File: src/rtl/fetch_stage_pkg.sv
// Shared definitions for the MIPS fetch stage: FSM encoding, NOP word and
// the register-field positions decoded from the IF/ID instruction.
package fetch_stage_pkg;

  typedef enum logic [1:0] {
    S_REQ  = 2'd0,
    S_HOLD = 2'd1,
    S_KILL = 2'd2
  } fetch_state_e;

  localparam logic [31:0] NOP_INSTR = 32'h0000_0000;

  localparam int RS_MSB = 25;
  localparam int RS_LSB = 21;
  localparam int RT_MSB = 20;
  localparam int RT_LSB = 16;

endpackage

File: src/rtl/fetch_stage_if_id_reg.sv
// IF/ID pipeline register: loads a fetched instruction when enabled, or a
// bubble when clr is also set; PC+4 is left untouched by bubbles.
module if_id_reg
  import fetch_stage_pkg::*;
#(
  parameter int ADDR_W  = 32,
  parameter int INSTR_W = 32
) (
  input  logic               clk,
  input  logic               rst_n,
  input  logic               i_en,
  input  logic               i_clr,
  input  logic [INSTR_W-1:0] i_instr,
  input  logic [ADDR_W-1:0]  i_pc_plus4,
  output logic [INSTR_W-1:0] o_instr,
  output logic [ADDR_W-1:0]  o_pc_plus4,
  output logic               o_valid
);

  logic [INSTR_W-1:0] r_instr;
  logic [ADDR_W-1:0]  r_pc_plus4;
  logic               r_valid;

  // NOTE: sequential state uses non-blocking assignments so every register
  // samples pre-edge values regardless of block ordering.
  always_ff @(posedge clk or negedge rst_n) begin
    if (!rst_n) begin
      r_instr    <= INSTR_W'(NOP_INSTR);
      r_pc_plus4 <= '0;
      r_valid    <= 1'b0;
    end else if (i_en) begin
      if (i_clr) begin
        r_instr <= INSTR_W'(NOP_INSTR);
        r_valid <= 1'b0;
      end else begin
        r_instr    <= i_instr;
        r_pc_plus4 <= i_pc_plus4;
        r_valid    <= 1'b1;
      end
    end
  end

  assign o_instr    = r_instr;
  assign o_pc_plus4 = r_pc_plus4;
  assign o_valid    = r_valid;

endmodule

File: src/rtl/fetch_stage.sv
// IF stage + IF/ID register with req/ready instruction port, skid buffer and
// branch/jump redirect. Define FETCH_PERF_CNT_EN for fetch/stall counters.
module fetch_stage
  import fetch_stage_pkg::*;
#(
  parameter logic [31:0] RESET_PC = 32'h0000_0000,
  parameter int          ADDR_W   = 32,
  parameter int          INSTR_W  = 32
) (
  input  logic               clk,
  input  logic               rst_n,
  input  logic               StallF,
  input  logic               StallD,
  input  logic               PCSrcD,
  input  logic [ADDR_W-1:0]  PCBranchD,
  input  logic               JumpD,
  input  logic [ADDR_W-1:0]  PCJumpD,
  output logic               imem_req,
  output logic [ADDR_W-1:0]  imem_addr,
  input  logic [INSTR_W-1:0] imem_rdata,
  input  logic               imem_ready,
  output logic [INSTR_W-1:0] InstrD,
  output logic [ADDR_W-1:0]  PCPlus4D,
  output logic               ValidD,
  output logic [4:0]         RsD,
  output logic [4:0]         RtD,
`ifdef FETCH_PERF_CNT_EN
  output logic [31:0]        perf_fetched,
  output logic [31:0]        perf_stall,
`endif
  output logic               FetchBusy
);

  fetch_state_e       r_state, w_state_next;
  logic [ADDR_W-1:0]  r_pcf, w_pc_next, w_pc_plus4, w_target, w_addr;
  logic [ADDR_W-1:0]  r_kill_addr, r_skid_pc4, w_ld_pc4;
  logic [INSTR_W-1:0] r_skid_instr, w_ld_instr;
  logic               w_redir, w_load, w_skid_we, w_kill_we, w_req, w_busy;

  assign w_redir    = (PCSrcD | JumpD) & ValidD & ~StallD;
  assign w_target   = JumpD ? PCJumpD : PCBranchD;
  assign w_pc_plus4 = r_pcf + ADDR_W'(4);

  // NOTE: every always_comb output gets a default first so no path can
  // leave it unassigned and infer a latch.
  always_comb begin
    w_state_next = r_state;
    w_pc_next    = r_pcf;
    w_load       = 1'b0;
    w_ld_instr   = imem_rdata;
    w_ld_pc4     = w_pc_plus4;
    w_skid_we    = 1'b0;
    w_kill_we    = 1'b0;
    w_req        = 1'b0;
    w_busy       = 1'b0;
    w_addr       = r_pcf;
    case (r_state)
      S_REQ: begin
        w_req  = 1'b1;
        w_busy = ~imem_ready;
        if (w_redir) begin
          w_pc_next = w_target;
          if (!imem_ready) begin
            w_kill_we    = 1'b1;
            w_state_next = S_KILL;
          end
        end else if (imem_ready) begin
          w_pc_next = w_pc_plus4;
          if (StallF) begin
            w_skid_we    = 1'b1;
            w_state_next = S_HOLD;
          end else begin
            w_load = 1'b1;
          end
        end
      end
      S_HOLD: begin
        if (!StallD) begin
          w_state_next = S_REQ;
          if (w_redir) begin
            w_pc_next = w_target;
          end else begin
            w_load     = 1'b1;
            w_ld_instr = r_skid_instr;
            w_ld_pc4   = r_skid_pc4;
          end
        end
      end
      S_KILL: begin
        // The outstanding request must complete at its original address
        // before the redirected fetch can be issued.
        w_req  = 1'b1;
        w_busy = 1'b1;
        w_addr = r_kill_addr;
        if (imem_ready) w_state_next = S_REQ;
      end
      default: w_state_next = S_REQ;
    endcase
  end

  // NOTE: skid and kill-address data registers are reset too, so a reset
  // in S_HOLD leaves nothing stale that could later be delivered.
  always_ff @(posedge clk or negedge rst_n) begin
    if (!rst_n) begin
      r_state      <= S_REQ;
      r_pcf        <= ADDR_W'(RESET_PC);
      r_kill_addr  <= '0;
      r_skid_instr <= INSTR_W'(NOP_INSTR);
      r_skid_pc4   <= '0;
    end else begin
      r_state <= w_state_next;
      r_pcf   <= w_pc_next;
      if (w_kill_we) r_kill_addr <= r_pcf;
      if (w_skid_we) begin
        r_skid_instr <= imem_rdata;
        r_skid_pc4   <= w_pc_plus4;
      end
    end
  end

  if_id_reg #(
    .ADDR_W (ADDR_W),
    .INSTR_W(INSTR_W)
  ) u_if_id (
    .clk       (clk),
    .rst_n     (rst_n),
    .i_en      (~StallD),
    .i_clr     (~w_load),
    .i_instr   (w_ld_instr),
    .i_pc_plus4(w_ld_pc4),
    .o_instr   (InstrD),
    .o_pc_plus4(PCPlus4D),
    .o_valid   (ValidD)
  );

  assign imem_req  = w_req & rst_n;
  assign imem_addr = w_addr;
  assign FetchBusy = w_busy;
  assign RsD       = InstrD[RS_MSB:RS_LSB];
  assign RtD       = InstrD[RT_MSB:RT_LSB];

`ifdef FETCH_PERF_CNT_EN
  logic [31:0] r_perf_fetched, r_perf_stall;

  always_ff @(posedge clk or negedge rst_n) begin
    if (!rst_n) begin
      r_perf_fetched <= '0;
      r_perf_stall   <= '0;
    end else begin
      if (w_load && !StallD && r_perf_fetched != '1) r_perf_fetched <= r_perf_fetched + 32'd1;
      if ((StallD || w_busy) && r_perf_stall != '1)  r_perf_stall   <= r_perf_stall + 32'd1;
    end
  end

  assign perf_fetched = r_perf_fetched;
  assign perf_stall   = r_perf_stall;
`endif

endmodule

File: config.mk
export PLATFORM = sky130hd
export DESIGN_NAME = fetch_stage
export DESIGN_NICKNAME = d
export VERILOG_FILES = /design/src/rtl/fetch_stage_pkg.sv /design/src/rtl/fetch_stage_if_id_reg.sv /design/src/rtl/fetch_stage.sv
export SDC_FILE = /design/constraint.sdc
export NUM_CORES = 1
export LEC_CHECK = 0
export ABC_AREA = 1
export CAP_MARGIN = 20
export CORE_MARGIN = 3
export CORE_UTILIZATION = 45
export CTS_CLUSTER_SIZE = 20
export DETAILED_ROUTE_END_ITERATION = 7
export HOLD_SLACK_MARGIN = 0.12
export PLACE_DENSITY = 0.72
export SETUP_SLACK_MARGIN = 0.15
export SLEW_MARGIN = 5
export SYNTH_ARGS = -nofsm -noshare
export SYNTH_HDL_FRONTEND = slang
export SYNTH_SLANG_ARGS = --single-unit
File: constraint.sdc
create_clock -name clk -period 1.7 [get_ports clk]
set_input_delay 0.255 -clock clk [delete_from_list [all_inputs] [get_ports clk]]
set_output_delay 0.255 -clock clk [all_outputs]
set_load 0.01 [all_outputs]
==> results of run 1 <==
[kinds of logic after synthesis]
kind of cell	count (synthesis)
buffers and inverters	175
adders and majority gates	1
xor gates and xnor gates	5
AOI/OAI and AO/OA	194
DFF	195
and+or+nand+nor	855
[cells in the mapped netlist]
| master | n |
|---|---|
| inv_1 | 85 |
| and2_1 | 1 |
| nor2_1 | 128 |
| buf_6 | 14 |
| o31ai_1 | 1 |
| nor2_2 | 7 |
| buf_2 | 25 |
| buf_4 | 23 |
| clkbuf_2 | 1 |
| nand2_4 | 4 |
| nand4_1 | 1 |
| or2_2 | 2 |
| dfrtp_1 | 195 |
| o21ai_0 | 142 |
| a21oi_1 | 6 |
| nand3_4 | 1 |
| o21a_1 | 3 |
| nand2_2 | 3 |
| o211ai_1 | 1 |
| o21ai_1 | 41 |
| clkinv_1 | 1 |
| xnor2_1 | 1 |
| ha_1 | 1 |
| inv_4 | 1 |
| nand2_1 | 620 |
| nand3_1 | 84 |
| nand3_2 | 2 |
| xor2_1 | 4 |
| buf_1 | 2 |
| nand4_2 | 2 |
| inv_2 | 7 |
| clkbuf_1 | 16 |
[cell usage in the layout, fill, tap and decap left out, drive strengths merged, types with 2 or more instances in the layout]
cell	n
a21oi	6
or2	2
inv	100
xor2	4
dfrtp	195
buf	177
o21a	3
nor2	135
clkbuf	32
nand4	3
clkdlybuf4s50	101
dlygate4sd2	75
nand3	87
clkinv	6
nand2	628
o21ai	183
bufinv	2
[timing repair]
| item | 4_1_cts | 5_1_grt |
|---|---|---|
| pin swaps | 51 | 108 |
| hold buffers | 0 | 0 |
| endpoints found under the hold margin | 0 | 0 |
| gates cloned | 6 | 15 |
| setup endpoints to repair | 289 | 221 |
| setup buffers | 12 | 20 |
| gates resized for setup | 448 | 274 |
[flip-flops by register name, summed over array words and instances (netlist names)]
name,count
r_kill_addr,32
r_pcf,32
r_skid_instr,32
r_skid_pc4,32
r_state,2
u_if_id.o_instr,32
u_if_id.o_pc_plus4,32
u_if_id.o_valid,1
[worst register-to-register path, delay by kind of cell, from the launching register on]
family	cells	cell delay [ns]
adders and majority gates	1	0.17
buffers and inverters	4	0.55
DFF	1	0.40
and+or+nand+nor	7	0.55
[layer usage]
metal  routed length (microns)  vias up  track usage
met5                         0        -            0
met4                      1520        0       0.0696
met3                      3040      104       0.0423
met2                     17400      583        0.410
met1                     15900     5188        0.388
li1                          -     5083            -
[cell type report]
cell class / count / area (sq um)
Tap cell: 280 / 350
Sequential cell: 195 / 4900
Fill cell: 1699 / 6100
Inverter: 94 / 388
Multi-Input combinational cell: 1056 / 5930
Timing Repair Buffer: 367 / 3830
Clock buffer: 18 / 429
Clock inverter: 14 / 169
[how the worst max path moves through the flow]
stage	to	startpoint
floorplan	r_pcf[16]	r_pcf[2]
global placement	u_if_id.o_pc_plus4[15]	JumpD
detailed placement	u_if_id.o_pc_plus4[5]	JumpD
CTS	imem_addr[1]	r_state[1]
global route	imem_addr[2]	r_state[0]
finish	imem_addr[2]	r_state[0]
[metrics by stage]
step                      total power, W  setup slack (ns)
after global routing              0.0242            -0.229
after detailed placement          0.0163            -0.183
after CTS                         0.0208            -0.142
after floorplan                   0.0117             0.207
after global placement            0.0161            -0.170
final                             0.0229            -0.192
[power by group through the flow]
| stage | sequential [W] | clock [W] | combinational [W] |
|---|---|---|---|
| finish | 0.00787 | 0.00424 | 0.0108 |
| global route | 0.00805 | 0.00447 | 0.0117 |
| CTS | 0.00761 | 0.00424 | 0.00892 |
| detailed placement | 0.00762 | 0 | 0.00863 |
| global placement | 0.00757 | 0 | 0.00850 |
| floorplan | 0.00758 | 0 | 0.00414 |
==> flow_summary_export.csv, run 1 <==
group,metric,value,unit
status,outcome,"finished, violations left",
status,failed_checks,"setup timing",
critical_path,cp_slowest_cell,"dfrtp_1",
die,initial_core_util,0.463,
die,row_count,54,
sta,tns,-5.32,ns
sta,slew_headroom,0.310,
critical_path,path_buf_inv,3,
flow_run,drv_cap,0,
detailed_routing,drt-pass1-iter-count,5,
finish,nets,1835,
critical_path,critPathKind,"reg2out",
finish,area_growth,56.4,%
power_and_ir_drop,power_density,1430,nW/um^2
power_and_ir_drop,ir_worst_vdd,0.000724,V
sta,period_minus_slack,1.89,ns
power_and_ir_drop,power_frac_seq,0.344,
critical_path,worst-path-stages,6,
die,die_w,157,microns
cts,htree_num_levels,4,
critical_path,worstPathMaxFanout,8,
grt,grt_overflow,0,
power_and_ir_drop,p_comb_frac,0.471,
grt,antenna_found_initial,0,
detailed_routing,routed_wl,37.8,mm
logic_synthesis,synth_xor_area_frac,0.00428,
cts,cts_root_buf,"clkbuf_16",
power_and_ir_drop,switching_share,0.415,
critical_path,setup.worst_path.end_class,"primary output",
logic_synthesis,syn_inst,1425,
finish,fin_util,0.724,
logic_synthesis,synthAdderAreaFrac,0.00122,
placed_design,portBuffers,211,
critical_path,r2r_cells,12,
finish,antenna_cells,0,
logic_synthesis,synth_area_leaders,"dfrtp_1 48%, nand2_1 23%, o21ai_0 6.9%, nor2_1 4.7%, nand3_1 4.1%",
finish,final_area,16000,sq um
sta,setup_violations,57,
cts,numCtsBuffers,17,
sta,rsz0062_at_grt,"true",
logic_synthesis,netlist-cell-type-count,32,
logic_synthesis,synthesis.area,10200,sq um
logic_synthesis,ys_ff_latch,195,
critical_path,cp.arrival,1.64,ns
critical_path,crit_required,1.44,ns
detailed_routing,drc,0,
cts,clkTransAtPathRegs,0.08,ns
logic_synthesis,yosysWarnings,0,
critical_path,max_stage_delay,0.41,ns
cts,clk_path_buf_depth,2,
sta,whs,0.0867,ns
sta,timing_worst_slew_pin_value,1.03,ns
detailed_routing,avgRoutedWirePerCell,18.7,microns
power_and_ir_drop,power.switching,0.00951,W
detailed_routing,drtAntennaViolNets,0,
cts,cts.sink_count,195,
power_and_ir_drop,intPower,0.0134,W
sta,fin_ws,-0.192,ns
finish,instances_no_fill,2024,
finish,post_route_cells_drive_above_1_share,0.304,
placed_design,dp_cells,1939,
detailed_routing,num_vias,11000,
critical_path,reg2reg_from,"r_pcf[3]",
cts,tritoncts,"built",
cts,insertion_delay,0.44,ns
sta,post-route-period-util,1.11,
logic_synthesis,synth.net_count,1529,
critical_path,crit_family,"buffers and inverters",
die,core,22100,sq um
logic_synthesis,synth_top_area_frac,0.477,
grt,grt_pass1_wl,51.5,mm
detailed_routing,via_per_inst,5.41,
logic_synthesis,yosys.area_share.simple,0.335,
logic_synthesis,yosysTopAreaCell,"dfrtp_1",
grt,track_usage,0.265,
die,die_h,157,microns
sta,hold_violations,0,
grt,grt_max_degree,196,
power_and_ir_drop,p_clk_frac,0.185,
placed_design,gp_congestion,0.886,
placed_design,post_dp_cell_area,13200,sq um
grt,grt_pass1_vias,9713,
worst_hold_path,worstHoldPathType,"in2async",
power_and_ir_drop,p_leak,8.18,nW
detailed_routing,drt_iter0_drc,991,
sta,max_freq,529,MHz
sta,fin_skew,0.0141,ns
logic_synthesis,synth_top_family_by_area,"simple AND/OR/NAND/NOR gates",
die,die_area,24600,sq um
logic_synthesis,synth-compound-area-share,0.0962,
critical_path,crit_chain,"nor2_4 -> buf_6 -> buf_16 -> nand2_1 -> o21ai_1 -> buf_2",
sta,slew_viol_final,0,
placed_design,dp_hpwl,21.7,mm
critical_path,rr_endpoint,"u_if_id.o_pc_plus4[30]",
logic_synthesis,postSynthAreaPerCell,7.18,sq um
critical_path,start_kind,"register",
die,boundaryPins,212,
logic_synthesis,yosysSeqAreaShare,0.477,
critical_path,reg2reg_slack,-0.09,ns
logic_synthesis,muxShareOfSynthArea,0,
Power figures use the tool's default switching activity.
==> run 2: changes to the inputs <==
- CORE_MARGIN: 3 -> 4
==> run 2 against run 1 <==
  * The flow still finishes with violations (setup timing)
  * First-iteration DRC count increased by 8.6%
  * Critical path type unchanged
  * Design area grew 3.3%
  * Count of clock-buffer cells in the layout down 1
  * Utilization increased by 2.4 points
  * Sequential power grew 1%
  * Hold slack worse by 0.011 ns
  * Clock power up 1%
  * Critical path depth stayed put
  * Highest routed layer unchanged
  * Clock skew increased by 0.0090 ns
  * Register-to-register slack worse by 0.09 ns
  * Critical endpoint is now imem_addr[19]
==> flow_summary_export.csv, run 2 (same netlist as run 1, synthesis figures left out) <==
group,metric,value,unit
power_and_ir_drop,intPower,0.0133,W
detailed_routing,via_per_inst,5.50,
grt,grt_overflow,0,
detailed_routing,drtAntennaViolNets,0,
power_and_ir_drop,ir_worst_vdd,0.000617,V
cts,htree_num_levels,4,
placed_design,dp_cells,1932,
sta,period_minus_slack,1.96,ns
power_and_ir_drop,p_clk_frac,0.187,
cts,insertion_delay,0.44,ns
critical_path,reg2reg_from,"r_state[1]",
grt,track_usage,0.259,
flow_run,drv_cap,0,
die,die_area,25200,sq um
finish,antenna_cells,0,
cts,hold_buffers,0,
power_and_ir_drop,p_comb_frac,0.466,
grt,grt_pass1_wl,53.1,mm
die,row_count,54,
die,initial_core_util,0.463,
power_and_ir_drop,power.switching,0.00965,W
finish,seq_area,4890,sq um
finish,area_growth,61.6,%
critical_path,reg2reg_slack,-0.18,ns
worst_hold_path,worstHoldPathType,"in2async",
cts,cts_root_buf,"clkbuf_16",
die,die_w,159,microns
status,failed_checks,"setup timing",
critical_path,start_kind,"register",
finish,multi_input_area,5890,sq um
finish,final_area,16500,sq um
placed_design,dp_hpwl,21.5,mm
detailed_routing,routed_wl,40.4,mm
critical_path,worst-path-stages,6,
sta,slew_headroom,0.289,
detailed_routing,avgRoutedWirePerCell,19.7,microns
sta,slew_viol_final,0,
detailed_routing,drc,0,
critical_path,worstPathMaxFanout,5,
critical_path,cp.arrival,1.71,ns
finish,final_cell_mix,"443 x nand2_1, 188 x dfrtp_1, 118 x nand2_2",
sta,setup_violations,169,
sta,timing_worst_slew_pin_value,1.07,ns
die,die_h,159,microns
sta,fin_ws,-0.264,ns
grt,grt_max_degree,196,
critical_path,crit_required,1.44,ns
die,core,22100,sq um
critical_path,crit_chain,"nor2_4 -> buf_8 -> clkbuf_16 -> nand2_2 -> o21ai_2 -> buf_2",
sta,max_freq,509,MHz
finish,nets,1861,
power_and_ir_drop,switching_share,0.420,
sta,tns,-20.08,ns
cts,cts.sink_count,195,
placed_design,portBuffers,211,
grt,antenna_found_initial,0,
critical_path,cp_slowest_cell,"dfrtp_2",
power_and_ir_drop,p_leak,8.43,nW
critical_path,rr_endpoint,"u_if_id.o_pc_plus4[20]",
power_and_ir_drop,power_frac_seq,0.348,
sta,post-route-period-util,1.16,
critical_path,max_stage_delay,0.44,ns
detailed_routing,drt_iter0_drc,1076,
sta,rsz0062_at_grt,"true",
grt,grt_pass1_vias,9971,
critical_path,critPathKind,"reg2out",
cts,tritoncts,"built",
cts,clk_path_buf_depth,2,
detailed_routing,drt-pass1-iter-count,7,
placed_design,gp_congestion,0.994,
cts,clkTransAtPathRegs,0.08,ns
detailed_routing,num_vias,11300,
sta,fin_skew,0.0230,ns
power_and_ir_drop,power_density,1390,nW/um^2
critical_path,setup.worst_path.end_class,"primary output",
cts,numCtsBuffers,17,
critical_path,crit_family,"buffers and inverters",
finish,layout.cells.most_common,"nand2_1",
finish,post_route_cells_drive_above_1_share,0.337,
placed_design,post_dp_cell_area,13100,sq um
critical_path,path_buf_inv,3,
critical_path,r2r_cells,13,
finish,nFillCells,1601,
sta,hold_violations,0,
status,outcome,"finished, violations left",
finish,instances_no_fill,2050,
die,boundaryPins,212,
run 2: cell types whose count changed in the layout (fill, tap and decap cells not counted), moves of 13 or more:
cell,delta
o21ai_2,+36
nand3_2,-41
nand3_1,+49
nand2_4,+13
nor2_2,+21
nor2_1,-13
nand2_1,-55
o21ai_0,-32
nand2_2,+42
run 2: routing by layer:
layer  wire (microns)  global-route usage  vias to the layer above
li1                 -                   -                     5156
met1            15800               0.359                     5400
met5                0                   0                        -
met2            19700               0.414                      576
met3             2730              0.0454                      145
met4             2110              0.0888                        0
run 2: cell type report:
class                      count  area share
clock buffer                  17      0.0257
tap                          280      0.0212
timing repair buffer         385       0.259
multi-input combinational   1057       0.356
clock inverter                15      0.0114
sequential                   195       0.296
timing repair inverter         7     0.00697
inverter                      94      0.0234
run 2: metrics by stage:
step / util / hold slack [ns] / setup slack, ns / power (W)
2_1_floorplan: - / -0.0406 / 0.207 / 0.0117
3_3_place_gp: 0.592 / 0.459 / -0.476 / 0.0158
3_5_place_dp: 0.592 / 0.464 / -0.498 / 0.0160
4_1_cts: 0.651 / 0.152 / -0.195 / 0.0204
5_1_grt: 0.748 / 0.189 / -0.308 / 0.0242
6_report: 0.748 / 0.0759 / -0.264 / 0.0230
run 2: how the worst max path moves through the flow:
| stage | startpoint | endpoint | slack (ns) |
|---|---|---|---|
| 2_1_floorplan | r_pcf[2] | r_pcf[16] | 0.21 |
| 3_3_place_gp | StallD | r_pcf[10] | -0.48 |
| 3_5_place_dp | StallD | r_pcf[7] | -0.50 |
| 4_1_cts | r_state[0] | imem_addr[19] | -0.20 |
| 5_1_grt | r_state[0] | imem_addr[19] | -0.31 |
| 6_report | r_state[0] | imem_addr[19] | -0.26 |
run 2: power by group through the flow:
stage               combinational, W  sequential (W)  clock, W
floorplan                    0.00414         0.00758         0
global placement             0.00826         0.00754         0
detailed placement           0.00841         0.00761         0
CTS                          0.00854         0.00757   0.00429
global route                  0.0115         0.00814   0.00451
finish                        0.0107         0.00798   0.00429
run 2: timing repair:
action	in CTS	in global routing
setup endpoints to repair	262	223
cloned	16	32
buffers inserted	17	21
pin swaps	22	99
gates resized for setup	359	452
==> run 3: changes to the inputs <==
- CORE_ASPECT_RATIO: unset -> 0.9
- CORE_MARGIN: 4 -> 5
==> run 3 against run 2 <==
  * The flow still finishes with violations (setup timing)
  * Combinational power is essentially flat
  * Critical path depth grew 1
  * Via count shrank 0.65%
  * Setup slack lost 0.022 ns
  * Design area shrank 2.6%
  * Non-clock buffer count is the same
  * Routed wire length shrank 3.3%
  * Critical endpoint is now imem_addr[21]
  * Largest power group unchanged
==> flow_summary_export.csv, run 3 (same netlist as run 1, synthesis figures left out) <==
group,metric,value,unit
status,outcome,"finished, violations left",
status,failed_checks,"setup timing",
finish,post_route_cells_drive_above_1_share,0.288,
finish,final_cell_mix,"498 x nand2_1, 190 x dfrtp_1, 100 x clkdlybuf4s50_1",
flow_run,drv_cap,0,
die,row_count,52,
sta,setup_violations,182,
sta,max_freq,504,MHz
die,initial_core_util,0.456,
detailed_routing,via_per_inst,5.44,
sta,fin_ws,-0.286,ns
power_and_ir_drop,power,0.0226,W
detailed_routing,drtAntennaViolNets,0,
critical_path,reg2reg_from,"r_state[1]",
cts,cts_root_buf,"clkbuf_16",
detailed_routing,drt_iter0_drc,1499,
cts,numCtsBuffers,17,
die,core,22400,sq um
placed_design,gp_congestion,0.953,
grt,antenna_found_initial,0,
detailed_routing,avgRoutedWirePerCell,18.9,microns
detailed_routing,num_vias,11200,
finish,area_growth,57.4,%
detailed_routing,drt-pass1-iter-count,6,
finish,antenna_cells,0,
cts,tritoncts,"built",
power_and_ir_drop,power_density,1410,nW/um^2
detailed_routing,routed_wl,39.0,mm
finish,layout.cells.most_common,"nand2_1",
grt,grt_pass1_vias,9976,
critical_path,worstPathMaxFanout,7,
sta,rsz0062_at_grt,"true",
grt,grt_pass1_wl,53.6,mm
sta,fin_skew,0.0110,ns
detailed_routing,drc,0,
grt,grt_max_degree,140,
critical_path,cp.arrival,1.73,ns
finish,nFillCells,1695,
cts,clkTransAtPathRegs,0.08,ns
critical_path,crit_required,1.44,ns
finish,nets,1854,
grt,grt_overflow,0,
placed_design,dp_cells,1946,
power_and_ir_drop,p_leak,8.17,nW
sta,post-route-period-util,1.17,
finish,fin_util,0.717,
sta,period_minus_slack,1.99,ns
die,die_w,169,microns
sta,slew_headroom,0.489,
cts,htree_num_levels,4,
power_and_ir_drop,ir_worst_vdd,0.000802,V
worst_hold_path,worstHoldStart,"imem_rdata[24]",
critical_path,setup.worst_path.end_class,"primary output",
cts,insertion_delay,0.45,ns
critical_path,start_kind,"register",
die,die_area,25800,sq um
sta,hold_violations,0,
sta,slew_viol_final,0,
worst_hold_path,worstHoldPathType,"in2reg",
die,die_h,153,microns
critical_path,critPathKind,"reg2out",
finish,instances_no_fill,2060,
placed_design,dp_hpwl,22.4,mm
cts,clk_path_buf_depth,2,
critical_path,critPathLaunch,"r_state[1]",
grt,track_usage,0.260,
die,boundaryPins,212,
cts,cts.sink_count,195,
placed_design,portBuffers,211,
sta,timing_worst_slew_pin_value,0.767,ns
-- run 3: final cells by class --
cell class | count | area, sq um | share of cell area
Tap cell | 297 | 372 | 0.0231
Inverter | 94 | 397 | 0.0246
Clock buffer | 18 | 439 | 0.0273
Clock inverter | 14 | 166 | 0.0103
Multi-Input combinational cell | 1055 | 5580 | 0.347
Timing Repair inverter | 2 | 20.0 | 0.00124
Timing Repair Buffer | 385 | 4240 | 0.263
Sequential cell | 195 | 4890 | 0.304
-- run 3: worst paths after layout --
| path | endpoint | slack (ns) | depth (start not counted) |
|---|---|---|---|
| max | imem_addr[21] | -0.29 | 7 |
| min reg2reg | u_if_id.o_pc_plus4[10] | 0.47 | 2 |
| min in group asynchronous | u_if_id.o_instr[8] | 0.53 | 3 |
| max reg2reg | u_if_id.o_pc_plus4[21] | -0.25 | 15 |
| max in group asynchronous | r_pcf[5] | 0.56 | 3 |
| min | r_skid_instr[24] | 0.38 | 3 |
-- run 3: critical path, stage by stage (launching register included) --
cell     delay, ns
dfrtp_1       0.39
inv_2         0.07
nor2_4        0.19
buf_6         0.20
buf_6         0.15
buf_4         0.12
o21ai_2       0.05
buf_2         0.14
-- run 3: what timing repair did --
action / 4_1_cts / 5_1_grt
hold buffers: 1 / 0
setup buffers: 21 / 22
hold endpoints to repair: 195 / 0
cloned: 14 / 24
gates resized for setup: 432 / 245
pin swaps: 40 / 41
setup endpoints to repair: 278 / 199
-- run 3: metal layers --
layer,track usage,routed length (microns)
met1,0.374,15600
met2,0.399,18000
met3,0.0491,3790
met4,0.0827,1690
met5,0,0
-- run 3: power breakdown --
part           total (W)  leakage, nW  internal (W)  switching, W
Combinational     0.0107         5.41       0.00472       0.00597
Sequential       0.00775         2.47       0.00640       0.00135
Clock            0.00420        0.296       0.00215       0.00205
Total             0.0226         8.17        0.0133       0.00937
-- run 3: metrics by stage --
stage               hold WS (ns)  setup TNS, ns  setup WS (ns)  area (sq um)
floorplan                -0.0406              0          0.207         10200
global placement           0.461         -39.25         -0.266         13100
detailed placement         0.464         -42.15         -0.301         13100
CTS                        0.390          -4.95         -0.189         14700
global route               0.392         -37.16         -0.335         16100
finish                     0.384         -25.80         -0.286         16100
